==> config.mk <==
export PLATFORM = sky130hd
export DESIGN_NAME = fir_out_serializer_flat
export DESIGN_NICKNAME = d
export VERILOG_FILES = /design/src/rtl/fir_pkg.sv /design/src/rtl/fir_out_serializer_if.sv /design/src/rtl/fir_out_serializer_round_sat.sv /design/src/rtl/fir_out_serializer.sv /design/src/flat_wrapper.sv
export SDC_FILE = /design/constraint.sdc
export NUM_CORES = 1
export LEC_CHECK = 0
export BUFFER_PORTS_ARGS = -buffer_cell sky130_fd_sc_hd__buf_4
export CELL_PAD_IN_SITES_DETAIL_PLACEMENT = 1
export CELL_PAD_IN_SITES_GLOBAL_PLACEMENT = 1
export CORE_MARGIN = 2
export CORE_UTILIZATION = 34
export CTS_CLUSTER_DIAMETER = 40
export DETAILED_ROUTE_END_ITERATION = 16
export PLACE_DENSITY_LB_ADDON = 0.08
export SLEW_MARGIN = 20
export SYNTH_ARGS = -nofsm -noshare
export SYNTH_HDL_FRONTEND = slang
export SYNTH_SLANG_ARGS = --single-unit
==> constraint.sdc <==
create_clock -name i_clock -period 1.8 [get_ports i_clock]
set_input_delay 0.18 -clock i_clock [delete_from_list [all_inputs] [get_ports i_clock]]
set_output_delay 0.18 -clock i_clock [all_outputs]
set_load 0.02 [all_outputs]
==> src/rtl/fir_pkg.sv <==
// Shared widths and state encoding for the parallel FIR output stage.
package fir_pkg;

    localparam int FIR_NB_IN       = 8;
    localparam int FIR_NB_COEFFS   = 8;
    localparam int FIR_N_COEFFS    = 8;
    localparam int FIR_PARALLELISM = 2;
    localparam int NB_FULL         = FIR_NB_IN + FIR_NB_COEFFS + $clog2(FIR_N_COEFFS);
    localparam int NB_OUT_DEF      = 8;
    localparam int SHIFT_DEF       = 7;

    typedef enum logic {
        EMPTY = 1'b0,
        FULL  = 1'b1
    } state_t;

endpackage

==> src/rtl/fir_out_serializer_if.sv <==
// Frame-in / sample-out handshake bundle of the FIR output serializer.
// Carries o_sat only when FIR_OUT_SAT_FLAG_EN is defined.
interface fir_out_serializer_if
    import fir_pkg::*;
#(
    parameter int NB_IN       = NB_FULL,
    parameter int PARALLELISM = FIR_PARALLELISM,
    parameter int NB_OUT      = NB_OUT_DEF
);

    logic [PARALLELISM*NB_IN-1:0] i_data;
    logic                         i_valid;
    logic                         o_ready;
    logic signed [NB_OUT-1:0]     o_data;
    logic                         o_valid;
    logic                         i_ready;
`ifdef FIR_OUT_SAT_FLAG_EN
    logic                         o_sat;
`endif

    modport slave (
        input  i_data, i_valid, i_ready,
        output o_ready, o_data, o_valid
`ifdef FIR_OUT_SAT_FLAG_EN
        , output o_sat
`endif
    );

    modport master (
        output i_data, i_valid, i_ready,
        input  o_ready, o_data, o_valid
`ifdef FIR_OUT_SAT_FLAG_EN
        , input o_sat
`endif
    );

endinterface

==> src/rtl/fir_out_serializer_round_sat.sv <==
// Round-half-up by SHIFT bits, then saturate one FIR lane to NB_OUT bits.
module fir_round_sat #(
    parameter int NB_IN  = 19,
    parameter int NB_OUT = 8,
    parameter int SHIFT  = 7
) (
    input  logic [NB_IN-1:0]         x,
    output logic signed [NB_OUT-1:0] y,
    output logic                     sat
);

    // One extra bit keeps the rounding add free of overflow
    localparam logic signed [NB_IN:0] ROUND   = {{NB_IN{1'b0}}, 1'b1} << (SHIFT - 1);
    localparam logic signed [NB_IN:0] SAT_MAX = (NB_IN+1)'((1 << (NB_OUT - 1)) - 1);
    localparam logic signed [NB_IN:0] SAT_MIN = ~SAT_MAX;

    logic signed [NB_IN:0] t_s;
    logic signed [NB_IN:0] shifted_s;

    // Rounding add, arithmetic shift and clip to the output range
    always_comb begin
        t_s       = $signed({x[NB_IN-1], x}) + ROUND;
        shifted_s = t_s >>> SHIFT;
        y         = SAT_MAX[NB_OUT-1:0];
        sat       = 1'b0;
        if (shifted_s > SAT_MAX) begin
            y   = SAT_MAX[NB_OUT-1:0];
            sat = 1'b1;
        end else if (shifted_s < SAT_MIN) begin
            y   = SAT_MIN[NB_OUT-1:0];
            sat = 1'b1;
        end else begin
            y   = shifted_s[NB_OUT-1:0];
            sat = 1'b0;
        end
    end

endmodule

==> src/rtl/fir_out_serializer.sv <==
// Quantizes a frame of PARALLELISM FIR lanes and streams them out one per clock.
// Optional feature macro: FIR_OUT_SAT_FLAG_EN (per-sample saturation flag on o_sat).
module fir_out_serializer
    import fir_pkg::*;
#(
    parameter int NB_IN       = NB_FULL,
    parameter int PARALLELISM = FIR_PARALLELISM,
    parameter int NB_OUT      = NB_OUT_DEF,
    parameter int SHIFT       = SHIFT_DEF
) (
    input logic                  i_clock,
    input logic                  i_reset,
    fir_out_serializer_if.slave  bus
);

    localparam int                IDX_W    = $clog2(PARALLELISM);
    localparam logic [IDX_W-1:0]  LAST_IDX = IDX_W'(PARALLELISM - 1);
    localparam logic [IDX_W-1:0]  IDX_ONE  = IDX_W'(1'b1);

    logic signed [NB_OUT-1:0] lane_q_s [PARALLELISM];
    logic signed [NB_OUT-1:0] frame_r  [PARALLELISM];
    logic [IDX_W-1:0]         idx_r;
    logic [IDX_W-1:0]         idx_inc_s;
    logic signed [NB_OUT-1:0] o_data_r;
    logic                     o_valid_r;
    state_t                   state_r;
    state_t                   state_s;
    logic                     consume_s;
    logic                     last_s;
    logic                     ready_s;
    logic                     accept_s;

`ifdef FIR_OUT_SAT_FLAG_EN
    logic [PARALLELISM-1:0]   lane_sat_s;
    logic [PARALLELISM-1:0]   sat_frame_r;
    logic                     o_sat_r;
`else
    logic [PARALLELISM-1:0]   lane_sat_unused_s;
`endif

    for (genvar p = 0; p < PARALLELISM; p++) begin : g_lane
        fir_round_sat #(
            .NB_IN  (NB_IN),
            .NB_OUT (NB_OUT),
            .SHIFT  (SHIFT)
        ) u_round_sat (
            .x   (bus.i_data[p*NB_IN +: NB_IN]),
            .y   (lane_q_s[p]),
`ifdef FIR_OUT_SAT_FLAG_EN
            .sat (lane_sat_s[p])
`else
            .sat (lane_sat_unused_s[p])
`endif
        );
    end

    // Handshake decode: a new frame may land on the same edge the last lane leaves
    always_comb begin
        consume_s = (state_r == FULL) && bus.i_ready;
        last_s    = (idx_r == LAST_IDX);
        ready_s   = (state_r == EMPTY) || (consume_s && last_s);
        accept_s  = bus.i_valid && ready_s;
        idx_inc_s = idx_r + IDX_ONE;
    end

    // Next-state logic
    always_comb begin
        state_s = state_r;
        case (state_r)
            EMPTY: begin
                if (accept_s) state_s = FULL;
                else          state_s = EMPTY;
            end
            FULL: begin
                if (consume_s && last_s && !accept_s) state_s = EMPTY;
                else                                  state_s = FULL;
            end
            default: state_s = EMPTY;
        endcase
    end

    // State, frame buffer, lane index and registered sample output
    always_ff @(posedge i_clock) begin
        if (i_reset) begin
            state_r   <= EMPTY;
            idx_r     <= '0;
            o_data_r  <= '0;
            o_valid_r <= 1'b0;
            for (int p = 0; p < PARALLELISM; p++) frame_r[p] <= '0;
        end else begin
            state_r   <= state_s;
            o_valid_r <= (state_s == FULL);
            if (accept_s) begin
                idx_r    <= '0;
                o_data_r <= lane_q_s[0];
                for (int p = 0; p < PARALLELISM; p++) frame_r[p] <= lane_q_s[p];
            end else if (consume_s && !last_s) begin
                idx_r    <= idx_inc_s;
                o_data_r <= frame_r[idx_inc_s];
            end
        end
    end

`ifdef FIR_OUT_SAT_FLAG_EN
    // Saturation flags travel with their lanes
    always_ff @(posedge i_clock) begin
        if (i_reset) begin
            sat_frame_r <= '0;
            o_sat_r     <= 1'b0;
        end else if (accept_s) begin
            sat_frame_r <= lane_sat_s;
            o_sat_r     <= lane_sat_s[0];
        end else if (consume_s && !last_s) begin
            o_sat_r     <= sat_frame_r[idx_inc_s];
        end
    end

    assign bus.o_sat = o_sat_r;
`endif

    assign bus.o_ready = ready_s;
    assign bus.o_data  = o_data_r;
    assign bus.o_valid = o_valid_r;

endmodule
==> src/flat_wrapper.sv <==
// flat-port wrapper written by rule: the top's interface ports become plain ports
module fir_out_serializer_flat import fir_pkg::*;
#(
    parameter int NB_IN       = NB_FULL,
    parameter int PARALLELISM = FIR_PARALLELISM,
    parameter int NB_OUT      = NB_OUT_DEF,
    parameter int SHIFT       = SHIFT_DEF
)
  (i_clock, i_reset, bus_i_data, bus_i_valid, bus_i_ready, bus_o_ready, bus_o_data, bus_o_valid);
  fir_out_serializer_if #(.NB_IN(NB_IN), .PARALLELISM(PARALLELISM), .NB_OUT(NB_OUT)) bus_i ();
  input logic i_clock;
  input logic i_reset;
  input wire logic [$bits(bus_i.i_data)-1:0] bus_i_data;
  input wire logic [$bits(bus_i.i_valid)-1:0] bus_i_valid;
  input wire logic [$bits(bus_i.i_ready)-1:0] bus_i_ready;
  output wire logic [$bits(bus_i.o_ready)-1:0] bus_o_ready;
  output wire logic [$bits(bus_i.o_data)-1:0] bus_o_data;
  output wire logic [$bits(bus_i.o_valid)-1:0] bus_o_valid;
  assign bus_i.i_data = bus_i_data;
  assign bus_i.i_valid = bus_i_valid;
  assign bus_i.i_ready = bus_i_ready;
  assign bus_o_ready = bus_i.o_ready;
  assign bus_o_data = bus_i.o_data;
  assign bus_o_valid = bus_i.o_valid;
  fir_out_serializer #(.NB_IN(NB_IN), .PARALLELISM(PARALLELISM), .NB_OUT(NB_OUT), .SHIFT(SHIFT)) u_core (.i_clock(i_clock), .i_reset(i_reset), .bus(bus_i));
endmodule
== Word level (Yosys, flattened, before mapping) ==
Memory sizes are Yosys's and may differ from the RTL's.
Cells that the tools add are included.
Cells by class
  reductions and logical operators: 10
  $add $sub $neg: 3
  magnitude comparators: 4
  multiplexer cells: 15
  bitwise gates (word level): 3
Operators by type and width (number)
  $mux 8: 8
  $add 19x8->20 const B: 2
  $gt 13x8->1 const B: 2
  $lt 13x8->1 const B: 2
  $mux 1: 6
  $logic_and 1x1->1: 5
  $logic_not 1->1: 2
  $or 1x1->1: 2
  $pmux 1 s2: 1
  $reduce_bool 2->1: 1
  $reduce_or 2->1: 1
  $add 1x1->1 const B: 1
  $logic_or 1x1->1: 1
  $not 1->1: 1
Storage, ports and cells
  bits of input ports: 42
  memories: 1
  output and inout bits: 10
  memory bits (writable): 16
  register bits after elaboration: 10
Memories
  u_core.frame_r: depth 2, bits a word 8, rd ports 1, clocked after memory_dff 0, write ports 2, line fir_out_serializer.sv:21  | logic signed [NB_OUT-1:0] frame_r [PARALLELISM];

== Depth between registers and ports, before layout ==
  depth in word-level cells: 8
  mapped depth: 8
  depth with buffers taken out: 7

== Cells and area by module ==
From an unflattened synthesis, not the netlist that was laid out.
Second synthesis, totals
  cell total of the unflattened synthesis: 159
  area total of the unflattened synthesis: 1478.9 µm²
Modules (own cells, without submodules)
  fir_out_serializer: area each 850.8 µm², cells each 75, times used 1, seq. area each 440.4 µm²
  fir_round_sat: area each 314.1 µm², cells each 42, times used 2, seq. area each 0.0 µm²

== Worst setup path after synthesis ==
Ideal clock, no wire load.
  kind: input port to flip-flop
  start point: in bus_i_data[25]
  end point: mem u_core.frame_r[1][1], data pin
  path slack: 0.129 ns
  data arrival time: 1.395 ns
  buffers on the path: 1
  cell stages on the path: 8
  path through: ha_1 -> clkbuf_1 -> a31oi_1 -> a41oi_1 -> o21ai_0 -> a31oi_1 -> o211ai_1 -> o21ai_0
RTL lines
  start: declaration: line flat_wrapper.sv:13  | input wire logic [$bits(bus_i.i_data)-1:0] bus_i_data;
  end: declaration: line fir_out_serializer.sv:21

== Final worst setup path ==
  start point: in bus_i_data[11]
  end point: reg u_core.o_data_r[1], in the netlist u_core.bus.o_data[1]
On the way
  cells in the longest elaborated chain, start to end: 5
  elaborated cells on any way between the ends: 6
Ends and longest elaborated chain
  $add 19x8->20 *: line fir_out_serializer_round_sat.sv:22  | t_s = $signed({x[NB_IN-1], x}) + ROUND;
  $lt 13x8->1: line fir_out_serializer_round_sat.sv:29  | end else if (shifted_s < SAT_MIN) begin
  $mux 8: line fir_out_serializer_round_sat.sv:29
  $mux 8 *: line fir_out_serializer_round_sat.sv:26  | if (shifted_s > SAT_MAX) begin
  $mux 8 *: line fir_out_serializer.sv:93  | if (accept_s) begin
  end signal: assignment: line fir_out_serializer.sv:95  | o_data_r <= lane_q_s[0];
  end signal: assignment: line fir_out_serializer.sv:99  | o_data_r <= frame_r[idx_inc_s];
  end: declaration: line fir_out_serializer.sv:24  | logic signed [NB_OUT-1:0] o_data_r;
Mark *: on every way between the ends. The rest lies on a longest branch, timed or not.
A chain may end at the register's enable or synchronous reset.

==> flow_summary.ini <==
[detailed_routing]
drtIter0Drc = 77
dr.pass1.iters = 4
wl_per_cell_um = 14.32
post-route-drc-count = 0
drt-vias-per-instance = 5.404
ant_nets = 0
vias = 1486
drt_wl_total_um = 3937

[yosys]
avgSynthCellArea_um2 = 8.218
syn_inst = 169
yosysSeqAreaShare = 0.3171
yosys_warnings = 0
ys.flop_type = dfxtp_1
netlist_area_um2 = 1389
ys_ff_latch = 18
synth_fp_nets = 213
yosysUniqueCellTypes = 43
async_flop_share = 0
synth_edf_count = 8

[clocking]
cts_htree_levels = 1
clk_pin_slew_worst_paths_ns = 0.07
insertion_delay_ns = 0.25
cts.sinks = 18
cts_hold_buf = 0
clk_path_buf_depth = 2
cts_made_buffers = 3
ctsRootBufferMaster = clkbuf_8
cts_tree = done

[die]
die-width_um = 67.91
start_util = 0.3497
fp.coreArea_um2 = 3971
die_h_um = 67.91
rows = 23
die_area_um2 = 4612
io-pin-count = 52

[pwr]
peakVddDrop_uv = 270.6
p_per_area_nw_per_um2 = 574.4
leakagePower_nw = 0.7901
power.total_mw = 1.097

[global_routing]
overflow = 0
track_usage = 0.1812
antenna_found_initial = 0
grt_pass1_vias = 1435
grt_max_degree = 14
grt_pass1_wl_um = 6451

[placed_design]
placed_cells = 271
placed_area_um2 = 1861
port_buffers = 39
hpwl_um = 3233
dp_slack_ns = -0.09946
routabilityCongestion = 0.7289

[sta]
period_share = 0.9116
max_freq_ghz = 0.6094
fin_worst_skew_ns = 0.003718
whs_ns = 0.1463
fin_ws_ns = 0.1591
rsz0062_at_grt = no
slew_headroom = 0.6498
tns_ns = 0
worst_pin_slew_ns = 0.5234
hold_violations = 0
period_needed_ns = 1.641
setup-violations-final = 0
finalMaxSlewViolations = 0

[layout]
fin_area_um2 = 1911
fin_util = 0.4811
fin_nets = 270
final_cells = 275
antenna_cells = 0
layout-drive-gt1-share = 0.3244
syn2layout_area_growth_pct = 37.57

[setup_path]
required_ns = 1.93
start_kind = primary input
crit_path_end_kind = flip-flop
worstPathArrival_ns = 1.77
criticalPathCategory = in2reg
cp_cell_sequence = buf_4 > and4_1 > nand3_1 > o41ai_4 > o21bai_1 > nor2_1 > a2111oi_1
critPathMaxFanout = 6
critPathMaxStageDelay_ns = 0.38
crit_slowest_cell = o41ai_4

[worst_hold_path]
hp-class = in2reg

[outcome]
status = finished, final reports clean

[job]
drv_cap = 0
## per-layer routing
| layer | vias up | track usage | routed length (µm) |
|---|---|---|---|
| li1 | 747 | - | - |
| met1 | 700 | 0.2216 | 1740 |
| met2 | 37 | 0.3370 | 2007 |
| met3 | 2 | 0.03454 | 169 |
| met4 | 0 | 0.02250 | 19 |
| met5 | - | 0 | 0 |
## Yosys cell counts (2+ instances only)
| cell type | number | area, µm² |
|---|---|---|
| nand2_1 | 25 | 93.84 |
| and3_1 | 15 | 93.84 |
| nor2_1 | 11 | 41.29 |
| o21ai_0 | 11 | 55.05 |
| dfxtp_1 | 10 | 200.2 |
| nand3_1 | 9 | 45.04 |
| edfxtp_1 | 8 | 240.2 |
| xor2_1 | 8 | 70.07 |
| a21oi_1 | 5 | 25.02 |
| a31oi_1 | 5 | 31.28 |
| clkbuf_1 | 5 | 18.77 |
| xnor2_1 | 5 | 43.79 |
| a2111oi_1 | 4 | 40.04 |
| inv_1 | 4 | 15.01 |
| nand4_1 | 4 | 25.02 |
| and2_1 | 3 | 18.77 |
| a2111oi_2 | 2 | 30.03 |
| and4_1 | 2 | 17.52 |
| buf_4 | 2 | 15.01 |
| ha_1 | 2 | 25.02 |
| nand2b_1 | 2 | 12.51 |
| nor3_1 | 2 | 10.01 |
| nor4_1 | 2 | 12.51 |
| o211ai_1 | 2 | 15.01 |
| o31ai_1 | 2 | 15.01 |
| or2_2 | 2 | 12.51 |
## logic make-up (layout without fill, tap and decap cells)
group	Yosys count	count (layout)	share of synthesized area
and+or+nand+nor	82	82	0.3045
AOI/OAI and AO/OA	42	42	0.2324
DFF	18	18	0.3171
xor gates and xnor gates	13	13	0.08198
buffers and inverters	11	67	0.03513
adders and majority gates	2	2	0.01802
muxes	1	1	0.01081
## final timing paths
path,from,depth (start not counted),end,slack (ns)
worst max-delay path,bus_i_data[11],7,u_core.bus.o_data[1]$_SDFFE_PP0P_,0.16
worst min-delay path,bus_i_valid,2,u_core.bus.o_data[7]$_SDFFE_PP0P_,0.15
worst max register to register,u_core.idx_r$_SDFFE_PP0P_,7,u_core.frame_r[1][5]$_SDFFCE_PN0P_,0.27
worst min register to register,u_core.frame_r[1][5]$_SDFFCE_PN0P_,2,u_core.bus.o_data[5]$_SDFFE_PP0P_,0.53
## worst max-delay path, delay by kind of cell
family / cells / cell delay, ns
and+or+nand+nor: 3 / 0.63
buffers and inverters: 1 / 0.09
AOI/OAI and AO/OA: 3 / 0.87
## sequential cells by signal, indices dropped and copies added (netlist names)
register / flops
u_core.bus.o_valid: 1
u_core.idx_r: 1
u_core.bus.o_data: 8
u_core.frame_r: 8
## power breakdown
group	total, mW	switching [mW]	leakage [nW]	internal [mW]
sequential	0.481	0.0169	0.169	0.464
clock	0.279	0.128	0.0231	0.151
combinational	0.337	0.175	0.598	0.162
## layout make-up
cell class | count | area (µm²)
well taps | 50 | 62.56
flip-flops and latches | 18 | 440.4
clock inverters | 1 | 3.754
inverters | 4 | 15.01
clock buffers | 3 | 41.29
fillers | 481 | 2061
multi-input cells | 140 | 904.6
repair buffers | 59 | 442.9
## what timing repair did
action	CTS	global route
endpoints found under the setup margin	0	8
resized for setup	0	2
setup buffers	0	0
## placed cells by master, fill, tap and decap left out, drive strengths merged, types with 3 or more instances in the layout
master | synthesis | routed
nand3 | 9 | 9
inv | 4 | 4
clkbuf | 5 | 3
nor2 | 11 | 11
o21ai | 12 | 12
xnor2 | 5 | 5
dfxtp | 10 | 10
nand4 | 4 | 4
nand2 | 25 | 25
xor2 | 8 | 8
edfxtp | 8 | 8
and2 | 3 | 3
a31oi | 5 | 5
a2111oi | 6 | 6
and3 | 15 | 15
a21oi | 6 | 6
buf | 2 | 59
Note: power is estimated with default switching activity, not from simulation.
